### config.mk
export PLATFORM = sky130hd
export DESIGN_NAME = mux21_sel_arb
export DESIGN_NICKNAME = d
export VERILOG_FILES = /design/src/rtl/mux21_sel_arb.sv
export SDC_FILE = /design/constraint.sdc
export NUM_CORES = 1
export LEC_CHECK = 0
export ABC_AREA = 1
export BUFFER_PORTS_ARGS = -buffer_cell sky130_fd_sc_hd__buf_2
export CAP_MARGIN = 20
export CORE_AREA = 2 2 39 41
export CTS_CLUSTER_DIAMETER = 120
export DETAILED_ROUTE_END_ITERATION = 7
export DIE_AREA = 0 0 41 43
export PLACE_DENSITY = 0.76
export SLEW_MARGIN = 20
export SYNTH_ARGS = -nofsm -noshare
export SYNTH_HDL_FRONTEND = slang
export SYNTH_SLANG_ARGS = --single-unit
### constraint.sdc
create_clock -name clk -period 3.35 [get_ports clk]
set_input_delay 0.5025 -clock clk [delete_from_list [all_inputs] [get_ports clk]]
set_output_delay 0.5025 -clock clk [all_outputs]
set_load 0.05 [all_outputs]
### src/rtl/mux21_sel_arb.sv
// Two-requester round-robin arbiter driving the select of a downstream 2:1 mux.
// Grants are held until done or request drop, with bounded pre-emption when contended.
module mux21_sel_arb #(
   parameter int MAX_HOLD = 8,
   parameter int CNT_W    = 4
) (
   input  logic             clk,
   input  logic             rst,
   input  logic             req0,
   input  logic             req1,
   input  logic             done0,
   input  logic             done1,
   output logic             sel,
   output logic             gnt0,
   output logic             gnt1,
   output logic             busy,
   output logic [CNT_W-1:0] hold_cnt
);

   localparam logic [1:0] IDLE = 2'd0;
   localparam logic [1:0] G0   = 2'd1;
   localparam logic [1:0] G1   = 2'd2;

   localparam logic [CNT_W-1:0] HOLD_LAST = CNT_W'(MAX_HOLD - 1);

   logic [1:0]       state;
   logic [1:0]       state_next;
   logic             last_served;
   logic             sel_next;
   logic [CNT_W-1:0] hold_next;
   logic             grant_entry;

   always_comb begin
      state_next = state;
      case (state)
         IDLE: begin
            if (req0 && req1)
               state_next = last_served ? G0 : G1;
            else if (req0)
               state_next = G0;
            else if (req1)
               state_next = G1;
            else
               state_next = IDLE;
         end
         G0: begin
            // Release outranks pre-emption; both lead to the same switch when req1 is up.
            if (done0 || !req0)
               state_next = req1 ? G1 : IDLE;
            else if (req1 && (hold_cnt == HOLD_LAST))
               state_next = G1;
            else
               state_next = G0;
         end
         G1: begin
            if (done1 || !req1)
               state_next = req0 ? G0 : IDLE;
            else if (req0 && (hold_cnt == HOLD_LAST))
               state_next = G0;
            else
               state_next = G1;
         end
         default: state_next = IDLE;
      endcase
   end

   always_comb begin
      grant_entry = (state_next != state) && (state_next != IDLE);

      sel_next = sel;
      if (state_next == G0)
         sel_next = 1'b0;
      else if (state_next == G1)
         sel_next = 1'b1;

      if (state_next == IDLE || grant_entry)
         hold_next = '0;
      else if (hold_cnt == HOLD_LAST)
         hold_next = hold_cnt;
      else
         hold_next = hold_cnt + CNT_W'(1);
   end

   // Outputs are registered from the next-state decode so sel never glitches.
   always_ff @(posedge clk or posedge rst) begin
      if (rst) begin
         state       <= IDLE;
         last_served <= 1'b1;
         sel         <= 1'b0;
         gnt0        <= 1'b0;
         gnt1        <= 1'b0;
         busy        <= 1'b0;
         hold_cnt    <= '0;
      end else begin
         state    <= state_next;
         sel      <= sel_next;
         gnt0     <= (state_next == G0);
         gnt1     <= (state_next == G1);
         busy     <= (state_next != IDLE);
         hold_cnt <= hold_next;
         if (grant_entry)
            last_served <= (state_next == G1);
      end
   end

endmodule

==> impl_results.md, run 1 <==
* Status: completed
* Synth Warn # at 0
* Fin. max-slew vios at 0
* Crit path launch type: register
* Largest net degree at the start of global routing at 12
* Vias at about 550
* Detailed Route WL at between 1000 and 1500 µm
* Num rows at 14
* Clock Path Buffers at 2
* Num ports at 14
* FILL cells at around 150
* Top delay family on crit path: simple AND/OR/NAND/NOR gates
* Worst endpoint required time at ~3.5 ns
* Final core occ at between 50% and 60%
* R2r endpoint: hold_cnt[0]
* Post-placement cell count at 111
* Sequential Area at about 280 µm²
* Vias per cell at between 4 and 5
* Critical path origin: hold_cnt[0]
* Reg2Reg Setup Slack at approximately 1.5 ns
* Initial drt markers at 10
* CTS root buffer: clkbuf_4
* Die Footprint at around 0.0018 mm²
* Power Total at around 600 µW
* Netlist cell types at 18
* Slew @ Worst Pin at between 0.3 and 0.4 ns
* Lkg Pwr at 0.000419 µW
* Cts hold-fix bufs at 0
* Register bit total from synthesis at 11
* Reg clk slew, reported paths at roughly 0.060 ns
* Tcrit/Tclk final at a little under three fifths
* Crit-path max cell delay at roughly 0.39 ns
* Final ANT Viol Nets at 0
* Peak VDD IR at 0.495 mV
* Worst-path fanout max at 5
* IO buf count at 13
* WL per Instance at around 10 µm
* CTS tree: built
* Most frequent cells in the layout: nand2_1, inv_1, buf_2, nor2_1, dfrtp_1
* Max Cap Viol at 0
* WS Path Type: reg -> reg
* Final Hold Fails at 0
* Vias in the first global route at between 500 and 600
* Gr ovfl total at 0
* Share of layout cells above drive strength 1 at a little over a quarter
* Post-Synthesis Cells at 82
* Overall Global Routing Usage at around 17%
* Worst r2r path cells at 10
* Arr. time, crit path at between 2 and 2.5 ns
* Path type of the worst min-delay path: in -> async
* Die outline width at between 40 and 50 µm
* Inserted Diodes at 0
* Final setup viols at 0
* Die height at 43 µm
* CTS resizes at 0
* Unrepaired setup endpoints after global routing: no
* Area added between synthesis and finish at 17.2%
* CTS sink cnt at 11
* Final Critical Period at about 1.9 ns
* Crit-path cells: ha_1 > nand3_1 > nand2_1 > nand2_1 > nand3_4 > inv_1 > ha_1 > inv_1 > nand4_2 > a21oi_1
* Fmax at 0.527 GHz
* Post CTS Setup Buffer Count at 0
* Reg-to-Reg Start: hold_cnt[0]
* CTS Buf Count at 3
* H-tree levels at 1
* Drc violations at 0
* Pre-antenna DRT Iters at 4
* Post-synthesis cell area at between 600 and 700 µm²
* Ys flop type: dfrtp_1
* Non-Filler Instances at approximately 120
* EDFF count, synth at 0
* Syn_nets at between 90 and 100
* Initial antenna violation count at 0
* Commonest non-fill, non-tap cell in the layout: nand2_1
* CP bufs+invs at 2
* Setup TNS at 0 ns
* Post-DP HPWL at ~940 µm
* Synth area leaders: dfrtp_1, nand2_1, ha_1
* Area leader, netlist: dfrtp_1
* Core footprint at 0.00138 mm²
* Worst Clk Skew at roughly 0.0027 ns
* Yosys top cell area share at between 30% and 40%
* GPL Wtd Cong at about 0.78
* Initial Util at 46.8%
* Fin nets at between 100 and 150
* CP endpoint kind: register
* Slowest-stage cell, CP: dfrtp_1
* Share of flip-flops with an asynchronous set or reset at between 90% and 100%
* Worst-skew pair later-pin latency at between 0.2 and 0.3 ns
* First-pass GRT wire length at about 2000 µm
* Cell area power density at between 700 and 800 mW/mm²
* Relative slew slack at about three quarters
* Area of the multi-input gates at around 320 µm²
* Syn avg cell area at 7.90 µm²
* Register area share after synthesis at between 40% and 50%
## per-stage QoR
stage / hold slack, ns / setup WS (ns) / area [µm²]
floorplan: 0.354 / 1.33 / 648
global placement: 0.476 / 1.54 / 733
detailed placement: 0.484 / 1.46 / 733
CTS: 0.214 / 1.44 / 759
global route: 0.242 / 1.27 / 759
finish: 0.208 / 1.45 / 759
## cells in the mapped netlist, types with 2 or more instances
cell type  instances
a21oi_1            5
dfrtp_1           10
ha_1               4
inv_1             13
nand2_1           21
nand2_2            3
nand3_1            5
nor2_1            10
o21ai_0            2
## power breakdown
part | leakage, µW | internal (µW) | switching (µW)
clock network | 0.0000150 | 46.1 | 40.7
logic | 0.000266 | 90.7 | 222
registers | 0.000139 | 178 | 25.9
## worst register-to-register path: cells and delay by family, from the launching register on
| kind | cells | cell delay (ns) |
|---|---|---|
| buffers and inverters | 2 | 0.19 |
| adders and majority gates | 2 | 0.45 |
| DFF | 1 | 0.39 |
| AOI/OAI and AO/OA | 1 | 0.14 |
| and+or+nand+nor | 5 | 0.65 |
## worst max-delay path by stage
stage | to | cells past startpoint | slack [ns]
3_5_place_dp | hold_cnt[0] | 10 | 1.46
6_report | hold_cnt[0] | 10 | 1.45
4_1_cts | hold_cnt[0] | 10 | 1.44
2_1_floorplan | hold_cnt[0] | 10 | 1.33
5_1_grt | hold_cnt[0] | 10 | 1.27
3_3_place_gp | hold_cnt[2] | 10 | 1.54
## routing by layer
metal	wire [µm]	vias up	GRT usage, %
li1	-	288	-
met1	499	254	19.0
met2	596	10	26.6
met3	56	2	7.85
met4	12	0	4.00
met5	0	-	0
## flip-flops by register name (all words and copies together), names as in the netlist
name	cells
busy	1
state	2
gnt1	1
hold_cnt	4
last_served	1
gnt0	1
sel	1
## kinds of logic (layout without fill, tap and decap cells)
kind of cell    count (synthesis)  after routing  share of synthesized area (%)
compound gates                  8              8                           7.14
xor+xnor                        1              1                           1.35
fa+ha+maj                       4              4                           7.72
buf+inv                        14             31                           8.11
flops                          11             11                           42.7
simple gates                   44             44                           33.0
## area by class of cell
type / instances / share of cell area (%)
Clock buffer: 4 / 3.46
Multi-Input combinational cell: 57 / 42.0
Sequential cell: 11 / 36.4
Timing Repair Buffer: 13 / 8.57
Tap cell: 16 / 2.64
Inverter: 14 / 6.92
No activity file was read; power rests on OpenSTA's default activity.
==> run 2, diff against run 1 <==
--- a/config.mk
+++ b/config.mk
@@ -5,14 +5,14 @@
 export SDC_FILE = /design/constraint.sdc
 export NUM_CORES = 1
 export LEC_CHECK = 0
-export ABC_AREA = 1
+export ABC_AREA = 0
 export BUFFER_PORTS_ARGS = -buffer_cell sky130_fd_sc_hd__buf_2
 export CAP_MARGIN = 20
-export CORE_AREA = 2 2 39 41
+export CORE_MARGIN = 1.5
+export CORE_UTILIZATION = 51
 export CTS_CLUSTER_DIAMETER = 120
 export DETAILED_ROUTE_END_ITERATION = 7
-export DIE_AREA = 0 0 41 43
-export PLACE_DENSITY = 0.76
+export PLACE_DENSITY = 0.78
 export SLEW_MARGIN = 20
 export SYNTH_ARGS = -nofsm -noshare
 export SYNTH_HDL_FRONTEND = slang
==> constraint.sdc (replaced) <==
create_clock -name clk -period 1.96 [get_ports clk]
set_input_delay 0.294 -clock clk [delete_from_list [all_inputs] [get_ports clk]]
set_output_delay 0.294 -clock clk [all_outputs]
set_load 0.05 [all_outputs]
==> run 2 against run 1 <==
The run now ends with setup timing left. Global-route usage grew 10 points. Clock power grew 82%. Design area grew 22%. Worst setup slack lost 1.6 ns. Count of clock-buffer cells in the layout is the same. Sequential cell count is the same. Highest routed layer unchanged. Non-clock buffer count grew 13. Combinational power grew 100%.
==> impl_results.md, run 2 <==
* Status: finished with violations
* Failing checks: setup timing
* Worst setup margin at -0.196 ns (-1.65 ns)
* Fin nets at 110 (unchanged)
* Initial antenna violation count at 0 (unchanged)
* CTS sink cnt at 11 (unchanged)
* Area added between synthesis and finish at 36.2%
* Final ANT Viol Nets at 0 (unchanged)
* Num ports at 14 (unchanged)
* CTS root buffer: clkbuf_4
* Peak VDD IR at 0.902 mV (+82%)
* Worst-path fanout max at 4 (-1)
* Largest net degree at the start of global routing at 12 (unchanged)
* Die Footprint at 0.00156 mm² (-11%)
* WS Path Type: reg -> reg
* IO buf count at 13 (unchanged)
* Initial Util at 58.1% (+11 points)
* Share of flip-flops with an asynchronous set or reset at 100% (unchanged)
* Ys flop type: dfrtp_1
* WL per Instance at 15.1 µm (+49%)
* Clock Path Buffers at 2 (unchanged)
* Tcrit/Tclk final at 110% (+53 points)
* Syn avg cell area at 9.59 µm² (+21%)
* Detailed Route WL at 1710 µm (+46%)
* Initial drt markers at 13 (+3)
* Biggest regs: hold_cnt (4), state (2)
* Path type of the worst min-delay path: in -> async
* Worst endpoint required time at 2.16 ns (-1.38 ns)
* Core footprint at 0.00117 mm² (-15%)
* Pre-antenna DRT Iters at 4 (unchanged)
* Netlist cell types at 32 (+14)
* H-tree levels at 1 (unchanged)
* CTS tree: built
* Vias at 649 (+17%)
* Post-synth top cells: dfrtp_1, nor2_1, a21oi_1
* Crit path launch type: register
* Area leader, netlist: dfrtp_1
* Vias per cell at 5.74 (+19%)
* Relative slew slack at 71.8% (-1.7 points)
* Slew @ Worst Pin at 0.420 ns (+0.0238 ns)
* Cell area power density at 1210 mW/mm² (+53%)
* Synth Warn # at 0 (unchanged)
* Fin. max-slew vios at 0 (unchanged)
* Register area share after synthesis at 40.6% (-2.0 points)
* Synth area leaders: dfrtp_1, ha_1, nor2_1
* Gr ovfl total at 0 (unchanged)
* Placed inst area at 861 µm² (+17%)
* Overall Global Routing Usage at 27.0% (+10 points)
* Num rows at 12 (-2)
* Lkg Pwr at 0.000439 µW (+4.8%)
* Share of layout cells above drive strength 1 at 48.5% (+22 points)
* CP endpoint kind: register
* Reg clk slew, reported paths at 0.08 ns (+0.02 ns)
* Post-placement cell count at 107 (-3.6%)
* Inserted Diodes at 0 (unchanged)
* Final Hold Fails at 0 (unchanged)
* Commonest non-fill, non-tap cell in the layout: buf_2
* Yosys top cell area share at 36.8% (-1.8 points)
* Die height at 39.5 µm (-8.1%)
* Final Critical Period at 2.16 ns (+0.258 ns)
* Worst-skew pair later-pin latency at 0.27 ns (about the same)
* EDFF count, synth at 0 (unchanged)
* Vias in the first global route at 638 (+24%)
* Worst Clk Skew at 0.00733 ns (+0.00464 ns)
* Hold Slack at 0.00137 ns (-0.206 ns)
* Flip-flop count of the largest register after layout at 4 (unchanged)
* Fmax at 0.464 GHz (-12%)
* Design Area, Final at 927 µm² (+22%)
* Die outline width at 39.5 µm (-3.6%)
* Power Total at 1130 µW (+87%)
* Post-DP HPWL at 1230 µm (+30%)
* Arr. time, crit path at 2.35 ns (+0.26 ns)
* CTS Buf Count at 3 (unchanged)
* Max Cap Viol at 0 (unchanged)
* Syn_nets at 81 (-12%)
* Post-synthesis cell area at 681 µm² (+5.0%)
* Final setup viols at 6 (+6)
* Register bit total from synthesis at 11 (unchanged)
* Most frequent cells in the layout: buf_2, buf_4, nor2_1, a21oi_1, dfrtp_1
* Drc violations at 0 (unchanged)
* GPL Wtd Cong at 0.913 (+17%)
* Post-Synthesis Cells at 71 (-13%)
* Non-Filler Instances at 113 (-1.7%)
* Most flops, register: hold_cnt
* Unrepaired setup endpoints after global routing: yes
* First-pass GRT wire length at 2680 µm (+36%)
* Final core occ at 79.2% (+24 points)
run 2: worst paths after layout:
check	startpoint	endpoint	slack [ns]	cells after the start
setup / recovery	hold_cnt[1]	last_served	-0.20	9
hold / removal	rst	sel	0.001	2
setup reg to reg	hold_cnt[1]	last_served	-0.20	9
hold reg to reg	sel	sel	0.57	2
max in group asynchronous	rst	last_served	1.62	2
min in group clk	req0	state[0]	0.35	2
run 2: through the flow:
step	TNS (ns)	setup WS, ns
after floorplan	-0.382	-0.242
after global placement	-0.0712	-0.0712
after detailed placement	-0.285	-0.135
after CTS	-0.292	-0.120
after global routing	-1.10	-0.283
final	-0.572	-0.196
run 2: layout make-up:
type | count | area [µm²]
clock buffers | 4 | 26.3
fillers | 82 | 244
inverters | 6 | 22.5
multi-input cells | 52 | 409
flip-flops and latches | 11 | 282
well taps | 14 | 17.5
repair buffers | 26 | 170
run 2: power by group:
part	switching (µW)	internal, µW	leakage [µW]
combinational	367	261	0.000293
sequential	45.7	294	0.000131
clock	79.4	78.8	0.0000150
total	493	633	0.000439
run 2: kinds of logic (layout without fill, tap and decap cells):
kind of cell    count (synthesis)  count (layout)  synth area share (%)
compound gates                 21              21                  22.2
flops                          11              11                  40.6
simple gates                   23              23                  18.2
mux                             3               3                  5.15
buf+inv                         8              36                  5.15
fa+ha+maj                       4               4                  7.35
xor+xnor                        1               1                  1.29
run 2: metal layers:
metal	part of all wire, %	vias to the layer above	GRT usage (%)
li1	-	313	-
met4	0.47	0	9.48
met1	37	314	27.4
met3	5.5	2	9.66
met2	57	20	49.6
met5	0	-	0
run 2: critical path, cell delays in order, from the launching register on:
cell	delay [ns]
dfrtp_2	0.43
ha_4	0.16
and3b_4	0.21
nor2_4	0.09
mux2i_1	0.09
nor2_1	0.21
o31ai_2	0.10
ha_2	0.20
o31ai_2	0.27
mux2_4	0.32
run 2: timing repair:
action                     in CTS  in global routing
hold buffers                    0                  0
setup endpoints to repair       5                  5
buffers inserted                1                  1
resized for setup               4                  2
pin swaps                       2                  4
==> run 3, diff against run 2 <==
--- a/config.mk
+++ b/config.mk
@@ -12,6 +12,7 @@
 export CORE_UTILIZATION = 51
 export CTS_CLUSTER_DIAMETER = 120
 export DETAILED_ROUTE_END_ITERATION = 7
+export GPL_ROUTABILITY_DRIVEN = 0
 export PLACE_DENSITY = 0.78
 export SLEW_MARGIN = 20
 export SYNTH_ARGS = -nofsm -noshare
==> constraint.sdc (replaced) <==
create_clock -name clk -period 2.25 [get_ports clk]
set_input_delay 0.3375 -clock clk [delete_from_list [all_inputs] [get_ports clk]]
set_output_delay 0.3375 -clock clk [all_outputs]
set_load 0.05 [all_outputs]
==> run 3 against run 2 <==
The flow now finishes without violations. Via count is 8.3% lower. Sequential cell count unchanged. Non-clock buffer count fell by 9. Count of clock-buffer cells in the layout unchanged. Wire length fell by 20%. Clock skew fell by 0.0010 ns.
==> impl_results.md, run 3 (synthesized netlist as in run 2, its figures left out) <==
* WL per Instance at 13.1 µm (-13%)
* Final ANT Viol Nets at 0 (unchanged)
* Most frequent cells in the layout: buf_2, nor2_1, a21oi_1, dfrtp_1, inv_1
* Worst endpoint required time at 2.44 ns (+0.28 ns)
* WS Path Type: reg -> reg
* CTS Buf Count at 3 (unchanged)
* Slew @ Worst Pin at 0.454 ns (+0.0338 ns)
* Inserted Diodes at 0 (unchanged)
* Worst Clk Skew at 0.00633 ns (-0.00100 ns)
* Arr. time, crit path at 2.43 ns (+0.08 ns)
* Lkg Pwr at 0.000390 µW (-11%)
* CTS root buffer: clkbuf_4
* Pre-antenna DRT Iters at 4 (unchanged)
* Sequential Area at 282 µm² (unchanged)
* Post-DP HPWL at 1060 µm (-14%)
* Post-Place Setup Slack at 0.0336 ns (+0.168 ns)
* Setup TNS at 0 ns (+0.572 ns)
* Placed inst area at 783 µm² (-9.0%)
* Die Footprint at 0.00156 mm² (unchanged)
* Vias per cell at 5.72 (-0.39%)
* FILL cells at 93 (+13%)
* Status: completed
* Worst-skew pair later-pin latency at 0.27 ns (about the same)
* Fmax at 0.448 GHz (-3.4%)
* Worst r2r path cells at 11 (+2)
* Drc violations at 0 (unchanged)
* Max Cap Viol at 0 (unchanged)
* Initial drt markers at 14 (+1)
* Relative slew slack at 69.5% (-2.3 points)
* Power Total at 892 µW (-21%)
* CP endpoint kind: register
* Commonest non-fill, non-tap cell in the layout: buf_2
* Gr ovfl total at 0 (unchanged)
* Worst-path fanout max at 5 (+1)
* Num rows at 12 (unchanged)
* Crit path launch type: register
* Initial antenna violation count at 0 (unchanged)
* Initial Util at 58.1% (unchanged)
* Biggest regs: hold_cnt (4), state (2)
* Num ports at 14 (unchanged)
* Most flops, register: hold_cnt
* Path type of the worst min-delay path: in -> async
* Final Critical Period at 2.23 ns (+0.0760 ns)
* Fin. max-slew vios at 0 (unchanged)
* Largest net degree at the start of global routing at 12 (unchanged)
* Share of layout cells above drive strength 1 at 40.0% (-8.5 points)
* H-tree levels at 1 (unchanged)
* Peak VDD IR at 0.646 mV (-28%)
* Final setup viols at 0 (-6)
* Vias in the first global route at 536 (-16%)
* Area of the multi-input gates at 397 µm² (-3.1%)
* Area added between synthesis and finish at 23.3%
* Vias at 595 (-8.3%)
* Fin nets at 101 (-8.2%)
* Unrepaired setup endpoints after global routing: yes
* CTS sink cnt at 11 (unchanged)
* IO buf count at 13 (unchanged)
* Reg2Reg Setup Slack at 0.02 ns (+0.21 ns)
* Die height at 39.5 µm (unchanged)
* First-pass GRT wire length at 2260 µm (-16%)
* Cell area power density at 1060 mW/mm² (-13%)
* Flip-flop count of the largest register after layout at 4 (unchanged)
* Final Hold Fails at 0 (unchanged)
* Tcrit/Tclk final at 99.2% (-11 points)
* Cts hold-fix bufs at 0 (unchanged)
* Detailed Route WL at 1370 µm (-20%)
* CTS tree: built
* Reg clk slew, reported paths at 0.07 ns (about the same)
* Clock Path Buffers at 2 (unchanged)
* Core footprint at 0.00117 mm² (unchanged)
* Overall Global Routing Usage at 22.3% (-4.7 points)
* Design Area, Final at 840 µm² (-9.4%)
* Worst setup margin at 0.0179 ns (+0.214 ns)
* Die outline width at 39.5 µm (unchanged)
run 3: cell count changes in the layout (fill, tap and decap cells not counted):
cell / delta
ha_1: +1
nor2_2: -1
ha_2: -1
o32ai_1: +1
nor2_1: +1
o32ai_2: -1
buf_4: -7
buf_6: -2
run 3: metal layers:
metal | vias to the layer above | routed length (µm) | GRT usage [%]
met2 | 21 | 698 | 39.3
met1 | 276 | 579 | 26.0
met5 | - | 0 | 0
li1 | 294 | - | -
met3 | 4 | 66 | 1.70
met4 | 0 | 23 | 12.9
run 3: through the flow:
stage                     hold slack [ns]  cells  util, %
after global routing               0.0814    104     71.7
after CTS                          0.0481    101     69.1
after global placement              0.336     97     66.9
final                              0.0426    104     71.7
after detailed placement            0.342     97     66.9
after floorplan                     0.189     71        -
run 3: area by class of cell:
cell class              instances  area share, %
well taps                      14           2.09
multi-input cells              52           47.2
flip-flops and latches         11           33.5
clock buffers                   4           3.13
repair buffers                 17           11.3
inverters                       6           2.68
run 3: final timing paths:
kind / startpoint / endpoint
max: hold_cnt[0] / last_served
max in group asynchronous: rst / last_served
min in group clk: req0 / state[0]
min: rst / state[0]
min reg2reg: sel / sel
max reg2reg: hold_cnt[0] / last_served
run 3: what timing repair did:
action	in CTS	in global routing
setup endpoints to repair	0	1
setup buffers	0	3
resized for setup	0	3
run 3: worst max-delay path: stages (launching register included):
cell and delay (ns):
dfrtp_2 0.41, ha_4 0.14, and3b_4 0.24, nor2_4 0.04, mux2i_1 0.14, nor2_1 0.09, o31ai_2 0.33, ha_2 0.26
inv_2 0.04, o211ai_2 0.06, o31ai_2 0.09, mux2_4 0.30
run 3: where the power goes:
| part | leakage [µW] | internal [µW] | switching, µW | total, µW |
|---|---|---|---|---|
| clock | 0.0000150 | 68.6 | 65.8 | 134 |
| sequential | 0.000131 | 256 | 62.4 | 318 |
| combinational | 0.000244 | 171 | 268 | 439 |
| total | 0.000390 | 495 | 396 | 892 |
